$ cat src/rtl/matrix_window_scheduler.sv
// Line-buffer write/read sequencer and window tracker for the Sobel matrix.
// Optional short-line detection: MATRIX_WINDOW_SCHEDULER_LINE_CHECK_EN.
module matrix_window_scheduler #(
    parameter int unsigned P_FRAME_COLUMNS      = 640,
    parameter int unsigned P_FRAME_ROWS         = 480,
    parameter int unsigned P_SUBPIXEL_DEPTH     = 8,
    parameter int unsigned P_OUTPUT_MATRIX_SIZE = 3
) (
    input  logic                                 I_CLK,
    input  logic                                 I_RESET,
    input  logic                                 I_ENABLE,
    input  logic                                 I_VSYNC,
    input  logic                                 I_DATA_ENABLE,
    input  logic [P_SUBPIXEL_DEPTH-1:0]          I_PIXEL,
    output logic                                 O_WRITE_ENABLE,
    output logic [((P_OUTPUT_MATRIX_SIZE > 2) ? $clog2(P_OUTPUT_MATRIX_SIZE) : 1)-1:0] O_WRITE_BANK,
    output logic [$clog2(P_FRAME_COLUMNS)-1:0]   O_WRITE_COLUMN,
    output logic [P_SUBPIXEL_DEPTH-1:0]          O_WRITE_PIXEL,
    output logic                                 O_READ_ENABLE,
    output logic [$clog2(P_FRAME_COLUMNS)-1:0]   O_READ_COLUMN,
    output logic [((P_OUTPUT_MATRIX_SIZE > 2) ? $clog2(P_OUTPUT_MATRIX_SIZE) : 1)-1:0] O_TOP_BANK,
    output logic                                 O_WINDOW_VALID,
    output logic [$clog2(P_FRAME_COLUMNS)-1:0]   O_WINDOW_COLUMN,
    output logic [$clog2(P_FRAME_ROWS)-1:0]      O_WINDOW_ROW,
    output logic                                 O_FRAME_DONE,
    output logic                                 O_LINE_ERROR
);

    localparam int unsigned N  = P_OUTPUT_MATRIX_SIZE;
    localparam int unsigned CB = $clog2(P_FRAME_COLUMNS);
    localparam int unsigned RB = $clog2(P_FRAME_ROWS);
    localparam int unsigned BB = (N > 2) ? $clog2(N) : 1;

    typedef enum logic [1:0] {S_IDLE, S_FILL, S_STREAM} state_t;

    state_t          state;
    logic [CB-1:0]   col;
    logic [RB-1:0]   row;
    logic [BB-1:0]   bank;
    logic            vsync_q;

    // Window stage: holds the accepted pixel's window until the buffer read returns
    logic            win_v;
    logic [CB-1:0]   win_col;
    logic [RB-1:0]   win_row;
    logic            done_v;

    logic            vsync_rise;
    logic            active;
    logic            accept;
    logic            col_last;
    logic            row_last;
    logic [BB-1:0]   bank_inc;
    logic [BB-1:0]   eor_bank;
    logic [RB-1:0]   eor_row;
    state_t          eor_state;

`ifdef MATRIX_WINDOW_SCHEDULER_LINE_CHECK_EN
    logic            de_q;
    logic            de_fall;
`endif

    // Frame-position decode and end-of-row successor values
    always_comb begin
        vsync_rise = I_VSYNC & ~vsync_q;
        active     = (state != S_IDLE);
        accept     = I_DATA_ENABLE & active & ~vsync_rise;
        col_last   = (col == CB'(P_FRAME_COLUMNS - 1));
        row_last   = (row == RB'(P_FRAME_ROWS - 1));
        bank_inc   = (bank == BB'(N - 1)) ? '0 : bank + BB'(1);
        eor_bank   = row_last ? '0 : bank_inc;
        eor_row    = row_last ? '0 : row + RB'(1);
        eor_state  = state;
        if (row_last)
            eor_state = S_IDLE;
        else if (row == RB'(N - 2))
            eor_state = S_STREAM;
`ifdef MATRIX_WINDOW_SCHEDULER_LINE_CHECK_EN
        de_fall    = ~I_DATA_ENABLE & de_q & active & (col != '0) & ~vsync_rise;
`endif
    end

    always_ff @(posedge I_CLK or negedge I_RESET) begin
        if (!I_RESET) begin
            state           <= S_IDLE;
            col             <= '0;
            row             <= '0;
            bank            <= '0;
            vsync_q         <= 1'b0;
            win_v           <= 1'b0;
            win_col         <= '0;
            win_row         <= '0;
            done_v          <= 1'b0;
            O_WRITE_ENABLE  <= 1'b0;
            O_WRITE_BANK    <= '0;
            O_WRITE_COLUMN  <= '0;
            O_WRITE_PIXEL   <= '0;
            O_READ_ENABLE   <= 1'b0;
            O_READ_COLUMN   <= '0;
            O_TOP_BANK      <= '0;
            O_WINDOW_VALID  <= 1'b0;
            O_WINDOW_COLUMN <= '0;
            O_WINDOW_ROW    <= '0;
            O_FRAME_DONE    <= 1'b0;
`ifdef MATRIX_WINDOW_SCHEDULER_LINE_CHECK_EN
            de_q            <= 1'b0;
            O_LINE_ERROR    <= 1'b0;
`endif
        end else if (!I_ENABLE) begin
            // Stall: drop strobes, keep counters and the window stage intact
            O_WRITE_ENABLE  <= 1'b0;
            O_READ_ENABLE   <= 1'b0;
            O_WINDOW_VALID  <= 1'b0;
            O_FRAME_DONE    <= 1'b0;
        end else begin
            vsync_q         <= I_VSYNC;
            O_WRITE_ENABLE  <= accept;
            O_READ_ENABLE   <= accept & (state == S_STREAM);
            O_WINDOW_VALID  <= win_v;
            O_WINDOW_COLUMN <= win_col;
            O_WINDOW_ROW    <= win_row;
            O_FRAME_DONE    <= done_v;
            win_v           <= 1'b0;
            done_v          <= 1'b0;
`ifdef MATRIX_WINDOW_SCHEDULER_LINE_CHECK_EN
            de_q            <= I_DATA_ENABLE;
`endif
            if (vsync_rise) begin
                state <= S_FILL;
                col   <= '0;
                row   <= '0;
                bank  <= '0;
`ifdef MATRIX_WINDOW_SCHEDULER_LINE_CHECK_EN
                O_LINE_ERROR <= 1'b0;
`endif
            end else if (accept) begin
                O_WRITE_BANK   <= bank;
                O_WRITE_COLUMN <= col;
                O_WRITE_PIXEL  <= I_PIXEL;
                O_READ_COLUMN  <= col;
                O_TOP_BANK     <= bank_inc;
                win_v          <= (state == S_STREAM) && (col >= CB'(N - 1));
                win_col        <= col - CB'(N - 1);
                win_row        <= row - RB'(N - 1);
                if (col_last) begin
                    col    <= '0;
                    row    <= eor_row;
                    bank   <= eor_bank;
                    state  <= eor_state;
                    done_v <= row_last;
                end else begin
                    col <= col + CB'(1);
                end
            end
`ifdef MATRIX_WINDOW_SCHEDULER_LINE_CHECK_EN
            else if (de_fall) begin
                // Short line: realign as though the row had completed
                O_LINE_ERROR <= 1'b1;
                col          <= '0;
                row          <= eor_row;
                bank         <= eor_bank;
                state        <= eor_state;
            end
`endif
        end
    end

`ifndef MATRIX_WINDOW_SCHEDULER_LINE_CHECK_EN
    assign O_LINE_ERROR = 1'b0;
`endif

endmodule

$ cat config.mk
export PLATFORM = sky130hd
export DESIGN_NAME = matrix_window_scheduler
export DESIGN_NICKNAME = d
export VERILOG_FILES = /design/src/rtl/matrix_window_scheduler.sv
export SDC_FILE = /design/constraint.sdc
export NUM_CORES = 1
export LEC_CHECK = 0
export ABC_CLOCK_PERIOD_IN_PS = 1800
export CAP_MARGIN = 20
export CORE_MARGIN = 2
export CORE_UTILIZATION = 53
export DETAILED_ROUTE_END_ITERATION = 8
export GPL_TIMING_DRIVEN = 0
export PLACE_DENSITY = 0.81
export SLEW_MARGIN = 20
export SYNTH_ARGS = -nofsm -noshare
export SYNTH_HDL_FRONTEND = slang
export SYNTH_SLANG_ARGS = --single-unit
export TNS_END_PERCENT = 20
$ cat constraint.sdc
create_clock -name I_CLK -period 1.8 [get_ports I_CLK]
set_input_delay 0.27 -clock I_CLK [delete_from_list [all_inputs] [get_ports I_CLK]]
set_output_delay 0.27 -clock I_CLK [all_outputs]
set_load 0.005 [all_outputs]
# After elaboration in Yosys (flattened, before gate mapping)
# Cells that the tools add are included.
dict set report totals {
  reg_bits 90
  input_bits 13
  output_inout_bits 56
  elab_cells 71
}
dict set report classes {
  n_addsub 5
  order_cmp 1
  eq_ne 5
  n_mux 26
  n_bitwise 6
  n_reduce_logical 9
}
# op count
set ops {}
lappend ops {{$mux 9} 4}
lappend ops {{$mux 10} 3}
lappend ops {{$mux 2} 10}
lappend ops {{$add 10x1->10 const B} 1}
lappend ops {{$eq 10x10->1 const B} 1}
lappend ops {{$ge 10x2->1 const B} 1}
lappend ops {{$sub 10x2->10 const B} 1}
lappend ops {{$add 9x1->9 const B} 1}
lappend ops {{$eq 9x1->1 const B} 1}
lappend ops {{$eq 9x9->1 const B} 1}
lappend ops {{$mux 1} 9}
lappend ops {{$sub 9x2->9 const B} 1}
lappend ops {{$reduce_and 3->1} 2}
lappend ops {{$reduce_bool 2->1} 3}
lappend ops {{$and 1x1->1} 4}
lappend ops {{$eq 2x2->1 const B} 2}
lappend ops {{$reduce_and 4->1} 1}
lappend ops {{$reduce_bool 3->1} 1}
lappend ops {{$add 2x1->2 const B} 1}
lappend ops {{$not 1->1} 2}
lappend ops {{$reduce_and 2->1} 1}
lappend ops {{$logic_and 1x1->1} 1}

# Logic depth before layout (Yosys ltp)
# Gate-level depths: netlist of the first run.
dict set report logic_depth {
  word_depth 6
  ltp_mapped 7
  depth_no_buf 6
}

# Worst setup path after synthesis of the first run
# OpenSTA, ideal clock, no wires.
dict set report synth_path {
  path_type {reg-to-reg}
  start {reg col[1]}
  end {reg bank[0]}
  setup_ns 0.122
  arrival_time_ns 1.517
  setup_slack_ns 0.162
  stages_incl_launch_ff 7
  path_buffers 1
  cell_sequence {dfrtp_1 ha_1 and3_1 buf_4 and4_1 and3_1 a32o_1}
}
dict set report synth_via {
  elab_chain_cells 3
}
# item line
set synth_lines {}
lappend synth_lines {{start: declaration} 37} ;# logic [CB-1:0] col;
lappend synth_lines {{start signal: assignment} 152} ;# col <= col + CB'(1);
lappend synth_lines {{$eq 10x10->1} 68} ;# col_last = (col == CB'(P_FRAME_COLUMNS - 1));
lappend synth_lines {{$reduce_bool 2->1 (no line)} -}
lappend synth_lines {{$reduce_and 3->1 (no line)} -}
lappend synth_lines {{end signal: assignment} 148} ;# bank <= eor_bank;
lappend synth_lines {{end: declaration} 39} ;# logic [BB-1:0] bank;
# No other way between the ends.
# A chain may end at the register's enable or synchronous reset.

# Worst setup path after layout of the first run
# Ends and elaborated chain as after synthesis.

==> results by stage, run 1 <==
Clock network:
- The TritonCTS clock tree is done.
- Clock-pin slew was measured on the worst setup and hold paths at 0.09 ns.
- The buffer levels on the longest clock path is 2.
- Clock tree synthesis inserted a total of 9 buffers.
- Clock latency on the worst-skew pair, taken at its later pin, is 0.36 ns.
- In this run the clock root is driven by a clkbuf_8.
- The tree built by TritonCTS fans out to 89 sinks.
- The H-tree generated during clock tree synthesis spans 3 levels.

Routing:
- The initial DRC count is 169.
- For this block, the routed nets add up to 9310 um of wire.
- The via density per instance is 5.31.
- The first detailed-routing pass took 4 iterations.
- The remaining antenna violation count after routing is 0.
- The number of design rule violations left after detail routing is 0.
- The total via count in the routed design is 3144.
- After detailed routing, the average wire length per cell comes to 15.7 um.

Yosys:
- The total of flip-flops plus latches after synthesis is 89.
- For this run, asynchronously set or reset flops after synthesis account for 100%.
- The share of synthesized area in the top cell type comes to 54.1%.
- The synthesized netlist net count is 428.
- The sequential cell area fraction in the yosys report is 54.1%.
- The number of enable flip-flop cells after synthesis is 0.
- The synthesized area per cell is 10.1 um2.
- By area the synthesized netlist is led by dfrtp_1, nand2_1, mux2_2.
- The post-synthesis instance area is 4120 um2.
- Yosys printed 0 warnings.
- Ranked by instance count, the synthesized netlist is headed by nand2_1, dfrtp_1, o21ai_0.
- nand2_1 is the most common cell in the netlist.
- The number of distinct library cell variants in the gate-level netlist after synthesis is 47.
- Synthesis produced a netlist whose cell count is 407.
- The synthesized design spends more area on one cell type than any other, namely dfrtp_1.
- The most used flip-flop cell after synthesis is dfrtp_1.

Run status:
- The run finished with clean final reports.

Timing:
- The maximum clock skew at final layout is 0.00925 ns.
- The part of the cycle the worst path needs is 98.9%.
- Setup repair after global routing could not meet its margin everywhere.
- Counting I/O delays and the setup requirement, the final critical path takes 1.78 ns.
- The final-report max-slew violation count is 0.
- The setup violation total in the final timing report is 0.
- Based on the critical path, the design can be clocked at up to 562 MHz.
- The worst setup margin is 0.0207 ns.
- Measured against its own limit, the worst slew margin works out to 53.3%.
- The count of endpoints failing hold in the final timing report is 0.
- For the pin with the worst max-slew slack, the measured transition is 0.700 ns.

Final layout:
- The area used by multi-input combinational logic is 1660 um2.
- The antenna diode count is 0.
- The share of cells above drive strength 1 is 15.7%.
- The area overhead of the layout relative to synthesis is 25.1%.
- The count of filler cells inserted in the layout is 628.
- At the end of the flow, the number of nets in the layout was 507.
- The sequential cells in the finished layout cover a total of 2230 um2.
- The non-filler instance count after layout is 592.

Worst setup path:
- For this run, the slowest stage of the critical path takes 0.47 ns.
- Data on the critical path is required at its endpoint by 2.05 ns.
- The maximum net fanout on the critical path is 7.
- The element type at the critical path end is a flop.
- For this design, the slowest cell found on the critical path is dfrtp_2.
- The worst setup path is of the flop to flop kind.
- The critical path launch point type is a flop.
- The worst endpoint data arrival time is 2.03 ns.
- Traced cell by cell, the critical path runs through ha_1 > and3_1 > buf_4 > and4_2 > and3_4 > a32o_1.

GRT:
- Summed over all layers, the global routing overflow is 0.
- The number of antenna violations at the first check in global routing is 0.
- Entering global routing, the biggest net connects 51 pins.
- The first global-routing pass estimated 15700 um of wire.
- The total routing resource utilization after global routing is 23.6%.
- The via count of the first global-routing pass is 3203.

Power:
- Dividing total power by cell area gives a power density of 1050 nW/um2.
- The worst ir drop on vdd is 0.588 mV.
- For this design the static power due to leakage is 2.39 nW.

Placement:
- The count of buffers inserted at the top-level ports is 66.
- The sum of net half-perimeters after detailed placement is 6550 um.
- The routability-driven placement congestion ratio is 0.882.
- Before CTS, the worst setup slack after placement is -0.306 ns.
- The cell total after placement is 576.

Floorplan:
- The die is 92.2 um wide.
- 69 I/O pins were placed.
- The region available for standard cell placement spans 7610 um2.
- Once the floorplan was initialized, standard cells occupied 54.1% of the core.
- In this run the core area contains 32 standard-cell rows.
- The die outline height is 92.2 um.
- The total die area is 8490 um2.

Run:
- The max capacitance violation total is 0.

Worst hold path:
- The path type of the worst min-delay path is input port to flop.
[timing repair]
item | in CTS | in global routing
hold buffers | 1 | 0
setup buffers | 0 | 0
endpoints found under the hold margin | 39 | 0
setup endpoints to repair | 14 | 43
gates resized for setup | 4 | 15
[critical path, delay by kind of cell (launching register included)]
family                   cells  cell delay (ns)
buffers and inverters        1             0.16
AO/OA/AOI/OAI                1             0.21
AND/OR/NAND/NOR              3             0.63
adder cells (fa/ha/maj)      1             0.20
flip-flops                   1             0.47
[area by class of cell]
type | instances | share of cell area, %
flip-flops and latches | 89 | 43.3
multi-input cells | 272 | 32.3
repair buffers | 68 | 13.5
plain buffers | 35 | 4.25
clock buffers | 12 | 2.62
well taps | 102 | 2.48
clock inverters | 3 | 0.825
inverters | 11 | 0.801
[routing by layer]
metal | routed length (um) | GRT usage (%)
met5 | 0 | 0
met4 | 133 | 9.08
met3 | 401 | 4.11
met2 | 4430 | 36.5
met1 | 4350 | 33.4
[state kept, by name (all words and copies together) (netlist names)]
signal	flops
O_FRAME_DONE	1
done_v	1
col	10
O_WRITE_BANK	2
state	2
O_WINDOW_VALID	1
O_READ_COLUMN	10
row	9
O_WINDOW_COLUMN	10
win_col	9
bank	2
O_WRITE_PIXEL	8
O_WINDOW_ROW	9
vsync_q	1
O_TOP_BANK	2
O_READ_ENABLE	1
O_WRITE_ENABLE	1
win_v	1
win_row	9
[cells in the final DEF (no fill, tap or decap), types with 2 or more instances in the layout]
master,n
mux2_2,21
buf_2,7
dfrtp_1,87
nand2_1,91
inv_1,10
xnor2_1,9
clkdlybuf4s50_1,65
a211oi_1,2
ha_1,7
dfrtp_2,2
o211ai_1,5
clkbuf_4,2
nor3_1,2
a21oi_1,4
or4_1,3
o31ai_1,2
nand4_1,5
a22o_1,5
nor4_1,3
a32oi_1,2
clkbuf_8,9
xor2_1,9
clkbuf_1,9
or3_1,3
o21ai_0,30
and3_1,2
nand3_1,13
nand3b_1,2
clkbuf_2,3
o21ai_1,2
a22oi_1,2
nand2_2,2
buf_4,17
nand2b_1,4
nor2_1,21
[power breakdown]
part           switching (mW)  internal, mW
clock                   0.675         0.634
sequential              0.262          2.41
combinational           0.577         0.838
[worst paths after layout]
| kind | startpoint | end | slack [ns] | cells after the start |
|---|---|---|---|---|
| max | col[1]$_DFFE_PN0P_ | bank[0]$_DFFE_PN0P_ | 0.02 | 6 |
| min | I_ENABLE | O_WINDOW_COLUMN[7]$_DFFE_PN0P_ | 0.26 | 2 |
| max reg2reg | col[1]$_DFFE_PN0P_ | bank[0]$_DFFE_PN0P_ | 0.02 | 6 |
| min reg2reg | O_WRITE_PIXEL[5]$_DFFE_PN0P_ | O_WRITE_PIXEL[5]$_DFFE_PN0P_ | 0.48 | 2 |
| max in group asynchronous | I_RESET | col[8]$_DFFE_PN0P_ | 0.76 | 3 |
| min in group asynchronous | I_RESET | O_WINDOW_COLUMN[1]$_DFFE_PN0P_ | 0.42 | 2 |
[per-stage QoR]
step	utilization (%)	hold WS (ns)	power (mW)	cell area, um2	TNS [ns]
floorplan	-	-0.0256	3.33	4120	0
global placement	64.5	0.454	4.05	4910	-249.25
detailed placement	64.8	0.278	4.12	4930	-9.83
CTS	67.4	0.257	5.41	5130	0
global route	67.7	0.266	5.69	5150	-0.172
finish	67.7	0.258	5.40	5150	0
[kinds of logic after synthesis]
logic type,count (synthesis),share of synthesized area [%]
multiplexers,21,5.74
adder cells (fa/ha/maj),8,2.43
buffers and inverters,46,5.98
AND/OR/NAND/NOR,162,18.5
AO/OA/AOI/OAI,62,9.39
XOR/XNOR,18,3.83
other,1,0.0910
flip-flops,89,54.1
Note: power is estimated with default switching activity, not from simulation.
==> run 2: changes to the inputs <==
GPL_TIMING_DRIVEN = not set   (was 0)
==> run 2 against run 1 <==
Combinational power about the same. Maximum frequency rose by 3.4%. Clock-buffer cell count is 2 lower. Core utilization grew 1.0 points. Routed wire length fell by 2.4%. Worst setup slack better by 0.058 ns. Non-clock buffer count rose by 6. Power decreased by 0.38%. Critical path type unchanged.
==> results by stage, run 2 (synthesis results as in run 1) <==
Run status:
- Status: finished clean (unchanged).

Timing:
- The part of the cycle the worst path needs was 95.6% (was 98.9%).
- The worst max-slew margin expressed relative to the limit came to 66.4% (was 53.3%).
- The achievable clock frequency came to 581 MHz (was 562 MHz).
- Unrepaired setup endpoints after global routing: no (was yes).
- The transition at the pin with the smallest max-transition slack came to 0.504 ns (was 0.700 ns).
- The maximum clock skew at final layout is 0.0138 ns (was 0.00925 ns).
- The setup violation total in the final timing report came to 0 (unchanged).
- The time the worst path needs with I/O delays and setup is 1.72 ns (was 1.78 ns).
- The worst hold slack across all endpoints is 0.422 ns (was 0.258 ns).
- The count of endpoints failing hold in the final timing report was 0 (unchanged).
- The final-report max-slew violation count is 0 (unchanged).

Clock network:
- The post-CTS setup repair buffer count is 0 (unchanged).
- The buffer levels on the longest clock path is 2 (unchanged).
- The sink count of the clock tree is 89 (unchanged).
- The total number of H-tree levels came to 3 (unchanged).
- The TritonCTS clock tree is done (unchanged).
- The number of buffers added by the clock tree synthesis step is 9 (unchanged).
- The insertion delay of the later-clocked pin in the worst-skew pair came to 0.37 ns (was 0.36 ns).
- The master cell of the clock root buffer was clkbuf_8 (unchanged).
- The post-CTS clock slew at the launch and capture registers of the worst setup and hold paths is 0.10 ns (was 0.09 ns).

Placement:
- The count of buffers inserted at the top-level ports is 67 (was 66).
- The sum of net half-perimeters after detailed placement is 6620 um (was 6550 um).
- The routability-driven placement congestion ratio is 0.869 (was 0.882).

Floorplan:
- The initial core utilization is 54.1% (unchanged).
- The number of placement rows is 32 (unchanged).
- The die outline height is 92.2 um (unchanged).
- The total die area is 8490 um2 (unchanged).
- The count of pins on the block boundary was 69 (unchanged).
- The horizontal die dimension is 92.2 um (unchanged).
- The area of the core region is 7610 um2 (unchanged).

Routing:
- The remaining antenna violation count after routing is 0 (unchanged).
- The detail-routed net length per standard cell is 15.2 um (was 15.7 um).
- The iteration count of the initial detailed-routing pass is 5 (was 4).
- The initial DRC count is 169 (unchanged).
- The number of design rule violations left after detail routing came to 0 (unchanged).
- The total via count in the routed design was 3178 (was 3144).
- The via density per instance was 5.31 (about the same).
- The aggregate routed wire length was 9090 um (was 9310 um).

Worst setup path:
- The register-to-register setup slack was 0.08 ns (was 0.02 ns).
- The element type at the critical path end is a flop (unchanged).
- The worst reg-to-reg path cell count is 5 (was 6).
- The data required time at the worst endpoint is 2.05 ns (about the same).
- The critical path launch point type was a flop (unchanged).
- The critical path class was flop to flop (unchanged).
- The maximum net fanout on the critical path is 5 (was 7).
- The worst reg2reg path startpoint is col[0]$_DFFE_PN0P_ (was col[1]$_DFFE_PN0P_).
- The reg-to-reg critical path endpoint is bank[0]$_DFFE_PN0P_ (unchanged).
- The worst endpoint data arrival time is 1.97 ns (was 2.03 ns).

Power:
- The worst ir drop on vdd came to 0.450 mV (was 0.588 mV).
- The total power draw is 5.38 mW (was 5.40 mW).
- The leakage power of the design is 2.45 nW (was 2.39 nW).
- The total power density per cell area is 1030 nW/um2 (was 1050 nW/um2).

GRT:
- The total routing resource utilization after global routing is 22.9% (was 23.6%).
- The pin count of the biggest net entering global routing came to 41 (was 51).
- The number of antenna violations at the first check in global routing came to 0 (unchanged).
- The total congestion overflow is 0 (unchanged).
- The global-route wire length before repair came to 15200 um (was 15700 um).
- The via count of the first global-routing pass came to 3126 (was 3203).

Final layout:
- The area overhead of the layout relative to synthesis is 27.0% (was 25.1%).
- Largest regs: O_READ_COLUMN x10, O_WINDOW_COLUMN x10, col x10 (unchanged).
- Top library cells by usage in the layout, fill and taps aside: nand2_1, dfrtp_1, clkdlybuf4s50_1 (unchanged).
- The net count of the finished layout is 513 (was 507).
- The antenna diode count is 0 (unchanged).
- The share of cells above drive strength 1 is 17.3% (was 15.7%).
- The leading cell type in the layout, fill and taps excluded is nand2_1 (unchanged).

Run:
- The max capacitance violation total is 0 (unchanged).

Worst hold path:
- The path type of the worst min-delay path is input port to asynchronous set/reset pin (was input port to flop).
run 2: cell count changes in the layout (fill, tap and decap cells not counted), moves of 3 or more:
cell      previous run  this run
inv_6                0         4
clkbuf_2             3         0
clkbuf_1             9         0
buf_4               17        41
buf_2                7         0
run 2: cell type report:
type / instances / area, um2
fillers: 593 / 2370
flip-flops and latches: 89 / 2230
clock buffers: 10 / 138
inverters: 11 / 41.3
multi-input cells: 272 / 1650
repair buffers: 109 / 998
clock inverters: 6 / 47.5
well taps: 102 / 128
run 2: metrics by stage:
| step | util, % | instances | instance area [um2] | TNS, ns | setup WS, ns |
|---|---|---|---|---|---|
| floorplan | - | 407 | 4120 | 0 | 0.162 |
| detailed placement | 66.2 | 582 | 5030 | -4.01 | -0.176 |
| global route | 68.8 | 599 | 5230 | 0 | 0.0131 |
| CTS | 68.7 | 599 | 5230 | 0 | 0.0758 |
| finish | 68.8 | 599 | 5230 | 0 | 0.0784 |
| global placement | 66.2 | 582 | 5030 | -2.81 | -0.168 |
run 2: repair_timing:
action                                  CTS  global route
endpoints found under the setup margin    0             4
gates resized for setup                   0             2
hold endpoints to repair                 37             0
hold buffers                              1             0
run 2: where the power goes:
| part | total [mW] | switching (mW) | internal (mW) |
|---|---|---|---|
| Sequential | 2.64 | 0.228 | 2.41 |
| Combinational | 1.44 | 0.588 | 0.853 |
| Clock | 1.30 | 0.744 | 0.557 |
run 2: how the worst max path moves through the flow:
stage / slack (ns) / end / cells after the start / startpoint
after global placement: -0.17 / state[0]$_DFFE_PN0P_ / 6 / I_ENABLE
after global routing: 0.01 / bank[1]$_DFFE_PN0P_ / 5 / col[0]$_DFFE_PN0P_
final: 0.08 / bank[0]$_DFFE_PN0P_ / 5 / col[0]$_DFFE_PN0P_
after floorplan: 0.16 / bank[0]$_DFFE_PN0P_ / 6 / col[1]$_DFFE_PN0P_
after detailed placement: -0.18 / row[8]$_DFFE_PN0P_ / 5 / I_ENABLE
after CTS: 0.08 / bank[1]$_DFFE_PN0P_ / 5 / col[0]$_DFFE_PN0P_
run 2: critical path, cell delays in order (launching register included):
cell and delay, ns:
dfrtp_1 0.39, ha_1 0.22, and3_2 0.27, and4_1 0.27
and3_1 0.24, a32o_1 0.22
run 2: per-layer routing:
metal,part of all wire (%),GRT usage (%),routed length (um)
met1,46,33.2,4200
met2,46,34.0,4180
met3,6.6,5.75,599
met4,1.1,7.34,101
met5,0,0,0
